**src/rtl/regf_pkg.sv**
```systemverilog
// Shared widths and bypass-select encoding for the 2-write/2-read register file.
package regf_pkg;
    localparam int REGF_DWIDTH = 32;
    localparam int REGF_AWIDTH = 5;
    localparam int REGF_DEPTH  = 32;

    typedef enum logic [1:0] {
        BYP_RF = 2'd0,
        BYP_C  = 2'd1,
        BYP_D  = 2'd2
    } byp_sel_e;
endpackage

```
**src/rtl/regf_rd_port.sv**
```systemverilog
// One registered read port: C/D bypass mux, data capture and ready flag.
// With REGF_ZERO_REG_EN defined, address 0 never forwards.
module regf_rd_port
    import regf_pkg::*;
#(
    parameter int DWIDTH = REGF_DWIDTH,
    parameter int AWIDTH = REGF_AWIDTH,
    parameter int DEPTH  = REGF_DEPTH
) (
    input  logic              clk,
    input  logic              reset_b,
    input  logic              i_halt,
    input  logic              i_en,
    input  logic [AWIDTH-1:0] i_addr,
    input  logic [DWIDTH-1:0] i_rf_data,
    input  logic              i_rf_busy,
    input  logic              i_wec,
    input  logic [AWIDTH-1:0] i_addrc,
    input  logic [DWIDTH-1:0] i_dc,
    input  logic              i_wed,
    input  logic [AWIDTH-1:0] i_addrd,
    input  logic [DWIDTH-1:0] i_dd,
    output logic [DWIDTH-1:0] o_q,
    output logic              o_rdy
);
    localparam logic [AWIDTH:0] LP_DEPTH = DEPTH[AWIDTH:0];

    logic              w_ok;
    logic              w_fwd_ok;
    logic              w_hit_c;
    logic              w_hit_d;
    logic              w_rdy;
    byp_sel_e          w_sel;
    logic [DWIDTH-1:0] w_data;
    logic [DWIDTH-1:0] r_q;
    logic              r_rdy;

    assign w_ok = ({1'b0, i_addr} < LP_DEPTH);
`ifdef REGF_ZERO_REG_EN
    assign w_fwd_ok = w_ok && (i_addr != '0);
`else
    assign w_fwd_ok = w_ok;
`endif

    // Out-of-range addresses never forward: those writes are dropped anyway.
    assign w_hit_c = i_wec && (i_addrc == i_addr) && w_fwd_ok;
    assign w_hit_d = i_wed && (i_addrd == i_addr) && w_fwd_ok;
    assign w_rdy   = !i_rf_busy || w_hit_c || w_hit_d;

    always_comb begin
        w_sel = BYP_RF;
        if (w_hit_c)
            w_sel = BYP_C;
        else if (w_hit_d)
            w_sel = BYP_D;
    end

    always_comb begin
        case (w_sel)
            BYP_C:   w_data = i_dc;
            BYP_D:   w_data = i_dd;
            default: w_data = i_rf_data;
        endcase
    end

    always_ff @(posedge clk or negedge reset_b) begin
        if (!reset_b) begin
            r_q   <= '0;
            r_rdy <= 1'b1;
        end else if (i_en && !i_halt) begin
            r_q   <= w_data;
            r_rdy <= w_rdy;
        end
    end

    assign o_q   = r_q;
    assign o_rdy = r_rdy;
endmodule

```
**src/rtl/regf_2w2r_sb.sv**
```systemverilog
// Two-write/two-read register file with bypassed registered reads and a
// port-D load scoreboard. REGF_ZERO_REG_EN hardwires register 0 to zero.
module regf_2w2r_sb
    import regf_pkg::*;
#(
    parameter int DWIDTH = REGF_DWIDTH,
    parameter int AWIDTH = REGF_AWIDTH,
    parameter int DEPTH  = REGF_DEPTH
) (
    input  logic              clk,
    input  logic              reset_b,
    input  logic              halt,
    input  logic [AWIDTH-1:0] addra,
    input  logic              a_en,
    input  logic [AWIDTH-1:0] addrb,
    input  logic              b_en,
    input  logic [AWIDTH-1:0] addrc,
    input  logic [DWIDTH-1:0] dc,
    input  logic              wec,
    input  logic [AWIDTH-1:0] addrd,
    input  logic [DWIDTH-1:0] dd,
    input  logic              wed,
    input  logic [AWIDTH-1:0] res_addr,
    input  logic              res_en,
    output logic [DWIDTH-1:0] qra,
    output logic [DWIDTH-1:0] qrb,
    output logic              rdya,
    output logic              rdyb,
    output logic [AWIDTH:0]   busy_cnt
);
    localparam logic [AWIDTH:0] LP_DEPTH = DEPTH[AWIDTH:0];

    logic [DWIDTH-1:0] r_mem [DEPTH];
    logic [DEPTH-1:0]  r_busy;
    logic [AWIDTH:0]   r_busy_cnt;

    logic [DEPTH-1:0]  w_we_c;
    logic [DEPTH-1:0]  w_we_d;
    logic [DEPTH-1:0]  w_set;
    logic [DEPTH-1:0]  w_clr;
    logic [AWIDTH:0]   w_pop;
    logic              w_ok_a;
    logic              w_ok_b;
    logic [DWIDTH-1:0] w_rf_a;
    logic [DWIDTH-1:0] w_rf_b;
    logic              w_busy_a;
    logic              w_busy_b;

    // Decoding only indices below DEPTH drops out-of-range writes/reservations.
    always_comb begin
        w_we_c = '0;
        w_we_d = '0;
        w_set  = '0;
        w_clr  = '0;
        for (int i = 0; i < DEPTH; i++) begin
            w_we_c[i] = wec && (addrc == AWIDTH'(i));
            w_we_d[i] = wed && (addrd == AWIDTH'(i));
            w_set[i]  = res_en && !halt && (res_addr == AWIDTH'(i));
            w_clr[i]  = wed && (addrd == AWIDTH'(i));
        end
`ifdef REGF_ZERO_REG_EN
        w_we_c[0] = 1'b0;
        w_we_d[0] = 1'b0;
        w_set[0]  = 1'b0;
`endif
    end

    always_ff @(posedge clk or negedge reset_b) begin
        if (!reset_b) begin
            for (int i = 0; i < DEPTH; i++)
                r_mem[i] <= '0;
        end else begin
            for (int i = 0; i < DEPTH; i++) begin
                if (w_we_c[i])
                    r_mem[i] <= dc;
                else if (w_we_d[i])
                    r_mem[i] <= dd;
            end
        end
    end

    always_comb begin
        w_pop = '0;
        for (int i = 0; i < DEPTH; i++)
            w_pop = w_pop + {{AWIDTH{1'b0}}, r_busy[i]};
    end

    // A new reservation beats a same-cycle return to the same register.
    always_ff @(posedge clk or negedge reset_b) begin
        if (!reset_b) begin
            r_busy     <= '0;
            r_busy_cnt <= '0;
        end else begin
            r_busy     <= w_set | (r_busy & ~w_clr);
            r_busy_cnt <= w_pop;
        end
    end

    assign w_ok_a   = ({1'b0, addra} < LP_DEPTH);
    assign w_ok_b   = ({1'b0, addrb} < LP_DEPTH);
    assign w_rf_a   = w_ok_a ? r_mem[addra] : '0;
    assign w_rf_b   = w_ok_b ? r_mem[addrb] : '0;
    assign w_busy_a = w_ok_a && r_busy[addra];
    assign w_busy_b = w_ok_b && r_busy[addrb];

    regf_rd_port #(.DWIDTH(DWIDTH), .AWIDTH(AWIDTH), .DEPTH(DEPTH)) u_rd_a (
        .clk       (clk),
        .reset_b   (reset_b),
        .i_halt    (halt),
        .i_en      (a_en),
        .i_addr    (addra),
        .i_rf_data (w_rf_a),
        .i_rf_busy (w_busy_a),
        .i_wec     (wec),
        .i_addrc   (addrc),
        .i_dc      (dc),
        .i_wed     (wed),
        .i_addrd   (addrd),
        .i_dd      (dd),
        .o_q       (qra),
        .o_rdy     (rdya)
    );

    regf_rd_port #(.DWIDTH(DWIDTH), .AWIDTH(AWIDTH), .DEPTH(DEPTH)) u_rd_b (
        .clk       (clk),
        .reset_b   (reset_b),
        .i_halt    (halt),
        .i_en      (b_en),
        .i_addr    (addrb),
        .i_rf_data (w_rf_b),
        .i_rf_busy (w_busy_b),
        .i_wec     (wec),
        .i_addrc   (addrc),
        .i_dc      (dc),
        .i_wed     (wed),
        .i_addrd   (addrd),
        .i_dd      (dd),
        .o_q       (qrb),
        .o_rdy     (rdyb)
    );

    assign busy_cnt = r_busy_cnt;
endmodule

```
**config.mk**
```make
export PLATFORM = sky130hd
export DESIGN_NAME = regf_2w2r_sb
export DESIGN_NICKNAME = d
export VERILOG_FILES = /design/src/rtl/regf_pkg.sv /design/src/rtl/regf_rd_port.sv /design/src/rtl/regf_2w2r_sb.sv
export SDC_FILE = /design/constraint.sdc
export NUM_CORES = 2
export LEC_CHECK = 0
export BUFFER_PORTS_ARGS = -buffer_cell sky130_fd_sc_hd__buf_2
export CAP_MARGIN = 10
export CORE_MARGIN = 4
export CORE_UTILIZATION = 40
export CTS_BUF_LIST = sky130_fd_sc_hd__clkbuf_8 sky130_fd_sc_hd__clkbuf_16
export CTS_CLUSTER_DIAMETER = 50
export DETAILED_ROUTE_END_ITERATION = 8
export SLEW_MARGIN = 40
export SYNTH_ARGS = -nofsm -noshare
export SYNTH_HDL_FRONTEND = slang
export SYNTH_HIERARCHICAL = 1
export SYNTH_SLANG_ARGS = --single-unit
```
**constraint.sdc**
```tcl
create_clock -name clk -period 6.5 [get_ports clk]
set_clock_uncertainty 0.1 [all_clocks]
set_input_delay 0.325 -clock clk [delete_from_list [all_inputs] [get_ports clk]]
set_output_delay 0.325 -clock clk [all_outputs]
set_load 0.02 [all_outputs]
```
* Word level (Yosys, flattened, before mapping)
Cells that the tools add are included.
Widths: inputs -> output; s select.
** Storage, ports and cells
- Output and inout bits :: 72
- Input port bits :: 97
- Flip-flop bits (word level) :: 1128
** Operators by class
- Reduce and logical (&&, ||, !) cells :: 145
- Multiplexer cells :: 80
- Equal/unequal tests :: 101
- $add $sub $neg :: 31
- Magnitude comparators :: 4
- Bitwise operators :: 5
** Operators with widths (number)
- $mux 32 :: 68
- $bmux 32 s5 :: 2
- $eq 5x5->1 const B :: 48
- $add 6x1->6 :: 26
- $pmux 32 s2 :: 2
- $eq 5x4->1 const B :: 24
- $logic_and 1x1->1 :: 103
- $reduce_bool 2->1 :: 32
- $eq 5x3->1 const B :: 12
- $and 32x32->32 :: 1
- $not 32->32 :: 1
- $or 32x32->32 :: 1
- $eq 5x2->1 const B :: 6
- $eq 5x5->1 :: 4
- $eq 5x1->1 const B :: 3
- $logic_not 5->1 :: 3
- $ge 6x6->1 const B :: 2
- $lt 5x6->1 const B :: 2
- $not 5->6 :: 2
- $bmux 1 s5 :: 2
- $mux 2 :: 4
- $add 5x1->6 :: 1
- $add 4x1->5 :: 1
- $add 3x1->4 :: 1
- 7 further kinds :: 15

* Logic depth before layout (Yosys ltp)
- Word-level depth :: 31
- Mapped depth :: 14
- Gate-level depth less buffers :: 14

* By module
Netlist, hierarchy kept.
** By module, submodules not included
- regf_2w2r_sb :: area each 67322.1 um^2, times used 1, cells an instance 7282
- regf_rd_port (u_rd_a) :: area each 1879.3 um^2, times used 1, cells an instance 206
- regf_rd_port (u_rd_b) :: area each 1868.0 um^2, times used 1, cells an instance 206

* Worst setup path before layout
Ideal clock, no wire load.
- Path type :: reg2reg
- Start point :: register r_busy[17]
- End point :: register r_busy_cnt[4] (netlist: busy_cnt[4])
- Setup time :: 0.080 ns
- Clock period less this slack :: 4.630 ns
- Stages on the path, launching flop included :: 14
- Arrival :: 4.450 ns
- Path slack :: 1.870 ns
- Data required time :: 6.320 ns
- Cell sequence :: dfrtp_1 -> fa_1 -> inv_1 -> fa_1 -> fa_1 -> fa_1 -> fa_1 -> fa_1 -> inv_1 -> ha_1 -> fa_1 -> a21o_1 -> a21oi_1 -> xnor2_1
** On the way
- Word-level cells in the longest chain between the ends :: 15
** RTL lines
- start: declaration :: RTL line regf_2w2r_sb.sv:34 : logic [DEPTH-1:0] r_busy;
- start signal: assignment :: RTL line regf_2w2r_sb.sv:94 : r_busy <= w_set | (r_busy & ~w_clr);
- $add 6x1->6 (15 in a row) :: RTL line regf_2w2r_sb.sv:85 : w_pop = w_pop + {{AWIDTH{1'b0}}, r_busy[i]};
- named net w_pop[4] :: RTL line regf_2w2r_sb.sv:41 : logic [AWIDTH:0] w_pop;
- end signal: assignment :: RTL line regf_2w2r_sb.sv:95 : r_busy_cnt <= w_pop;
- end: declaration :: RTL line regf_2w2r_sb.sv:35 : logic [AWIDTH:0] r_busy_cnt;
The timed path passes the listed nets, and every way through them passes these cells.
A chain may end at the register's enable or synchronous reset.

* Worst setup path in the final report
Same ends and word-level chain as after synthesis.

==> run metrics <==
syn_nets=just under 8k; initial antenna violation count=9; clk sinks=approximately 1.1k; Filler Cells Inserted=between 15k and 20k; most common cell after layout, fill and taps aside=mux2i_1; worst-path fanout max=4; global-route wire length before repair=415 mm; slew margin rel.=between 30 and 40%; layout cell share with drive strength beyond 1=between 9 and 10%; Worst Path Buf+Inv=2; CP required=around 7000 ps; FF+latch count, synth=1,128; IO Count=about 170; gr busiest metal=met2; Seq/Total Area, Yosys=about 40%; total wire length=around 290 mm; P_sw=between 8 and 9 mW; gr usage total=roughly 30%; Setup TNS=0 ps; CTS tree=yes; Slew Viols, Final=0; Post-Syn Area=71,100 sq um; CP startpoint kind=flop; port bufs=approximately 170; total grt overflow=0; Clk pwr share=about a third; min-delay worst type=primary input to flop; initial core utilization=40.3%; clk_lat worst skew=about 800 ps; fin crit share=approximately 74%; Logic pwr share=a little over a quarter; Post-Place Cells=9,553; PwrDens=roughly 330 nW/um^2; met1 Usage GRT=38.8%; RSZ-0062 raised after global routing=false; endpoints failing setup=0; fmax=about 210 MHz; clock slew seen by the registers of the worst setup and hold paths=about 60 ps; Final min period=between 4000 and 5000 ps; Post-synth EDFFs=0; crit path kind=flop to flop; MaxCap Viol Count=0; NumNets Final=7,549; CTS Buf Count=155; Final ANT Viol Nets=0; nature of the critical path endpoint=flop; yosys warns=6; Die Ht=430 um; Via density=6.21; status=finished, final reports clean; vias=between 60k and 70k; Int Power=between 15 and 20 mW; largest net degree at the start of global routing=148; Lkg Pwr=about 38 nW; Initial DRT Pass Iterations=8; Clock Tree Buf Depth=3; CTS Root Buffer Type=clkbuf_16; die area=between 150,000 and 200,000 sq um; final HPWL from detailed placement=about 160 mm; Area Overhead vs Synth=12.8%; maximum vdd drop=a little over 0.0004 V; Distinct cells, synth=51; met2 usage in global routing=between 40% and 50%; Async SR Flop Fraction=between 90% and 100%; Flop pwr share=approximately two fifths; met3 usage=under 10%; commonest non-fill, non-tap cells in the layout=2,076 x mux2i_1, 1,126 x dfrtp_1, 773 x nand2_1, 750 x a21oi_1, 614 x nor2_1; CP Data Arrival Time=roughly 5500 ps; total power=roughly 26 mW; Mapped Cells=about 7.7k; non-filler instance count after layout=~9.9k; H-tree depth=4; CP delay by family, top=adder cells; CP Cell Sequence=fa_1 -> inv_1 -> fa_1 -> fa_1 -> fa_1 -> fa_1 -> fa_1 -> inv_1 -> ha_1 -> fa_1 -> a21o_1 -> a21oi_1 -> xnor2_1; die width=430 um; prevailing post-synth register cell=dfrtp_1; Worst-Margin Slew=slightly above 900 ps; CTS resizes=0; CP max stage cell=fa_1; vias in the first global route=59.3k; std cell rows=around 150; delay of the slowest critical-path stage=around 540 ps; Post-CTS Setup Bufs=0; switching part of the total power=33.4%; Detailed Route Iter0 Violations=6,869; # DRC=0; placer congestion estimate=about 0.86; WL/cell=roughly 29 um; Placeable Area=176,000 sq um; Hold Violations, Final=0; CP most frequent cell=fa_1; Syn Area/Cell=around 9.2 sq um
-- power by group through the flow --
stage	registers, mW	clock network, mW	logic (mW)
after floorplan	10.2	0	5.14
final	10.4	8.91	7.02
after global routing	10.6	9.27	7.83
after global placement	10.3	0	6.74
after CTS	10.3	8.99	6.97
after detailed placement	10.4	0	6.93
-- flip-flops by register name (all words and copies together) (netlist names) --
register	cells
u_rd_a/o_rdy	1
u_rd_b/o_rdy	1
r_busy	32
u_rd_b/o_q	32
r_mem	1024
u_rd_a/o_q	32
busy_cnt	6
-- logic make-up (layout without fill, tap and decap cells) --
family | after synthesis | count (layout) | synth area share, %
AOI/OAI and AO/OA | 1796 | 1796 | 14.8
xor gates and xnor gates | 23 | 23 | 0.283
adders and majority gates | 31 | 31 | 0.799
buffers and inverters | 844 | 691 | 4.92
DFF | 1128 | 1128 | 39.7
muxes | 2076 | 2076 | 29.2
other | 0 | 8 | 0
and+or+nand+nor | 1796 | 1796 | 10.3
-- layout make-up --
type | count | area (sq um) | share of cell area [%]
multi-input cells | 5722 | 40300 | 50.2
repair buffers | 368 | 3270 | 4.08
clock buffers | 176 | 4190 | 5.23
diodes | 8 | 20.0 | 0.0250
flip-flops and latches | 1128 | 28200 | 35.2
clock inverters | 101 | 1110 | 1.38
well taps | 2340 | 2930 | 3.65
inverters | 46 | 173 | 0.215
-- metrics by stage --
step	cell area [sq um]	hold WS (ps)	utilization [%]	worst slack (ps)
after CTS	80000	0.309	45.3	1670
after global placement	73200	335	41.5	1680
after global routing	80200	48.4	45.4	1470
after detailed placement	74200	340	42.1	1710
after floorplan	71100	-70.6	-	1870
final	80200	27.6	45.4	1670
-- synth_stat cells (4+ instances only) --
cell	number	share of area, %
buf_2	196	1.4
a22oi_1	200	2.1
buf_4	6	0.063
o211ai_1	12	0.13
a31oi_1	70	0.62
ha_1	7	0.12
o21ai_1	83	0.58
nand3_1	212	1.5
nor2b_1	23	0.20
o21ai_0	467	3.3
clkbuf_1	552	2.9
mux2i_1	2076	29
o221ai_1	41	0.51
nand2b_1	17	0.15
fa_1	24	0.68
xnor2_1	22	0.27
a22o_1	137	1.7
buf_6	8	0.13
nand4b_1	4	0.049
o221ai_2	13	0.27
and2_1	5	0.044
nand2_1	803	4.2
nand4_1	5	0.044
buf_1	36	0.19
nor3_1	66	0.46
dfrtp_1	1126	40
a21oi_1	750	5.3
inv_1	46	0.24
nor2_1	642	3.4
o22ai_1	7	0.062
-- what timing repair did --
action | 4_1_cts | 5_1_grt
hold buffers | 44 | 1
setup endpoints to repair | 0 | 0
hold endpoints to repair | 555 | 30
-- worst reg2reg max path, cell delays in order, from the launching register on --
cell	delay (ps)
dfrtp_1	420
fa_1	540
inv_1	50
fa_1	510
fa_1	460
fa_1	540
fa_1	440
fa_1	490
inv_1	40
ha_1	200
fa_1	460
a21o_1	200
a21oi_1	160
xnor2_1	130
-- worst paths after layout --
path	start	end	slack, ps	cells past startpoint
max reg2reg	r_busy[17]	busy_cnt[4]	1670	13
max	r_busy[17]	busy_cnt[4]	1670	13
min in group asynchronous	reset_b	r_mem[191]	470	3
max in group asynchronous	reset_b	r_mem[19]	4000	6
min reg2reg	u_rd_b/o_q[26]	u_rd_b/o_q[26]	380	2
min	dd[18]	u_rd_a/o_q[18]	30	3
-- routing by layer --
metal | routed length [um] | up-vias
met2 | 128000 | 3452
met4 | 19000 | 4
met3 | 25400 | 948
met5 | 24 | -
li1 | - | 26900
met1 | 114000 | 30100
Note: power is estimated with default switching activity, not from simulation.
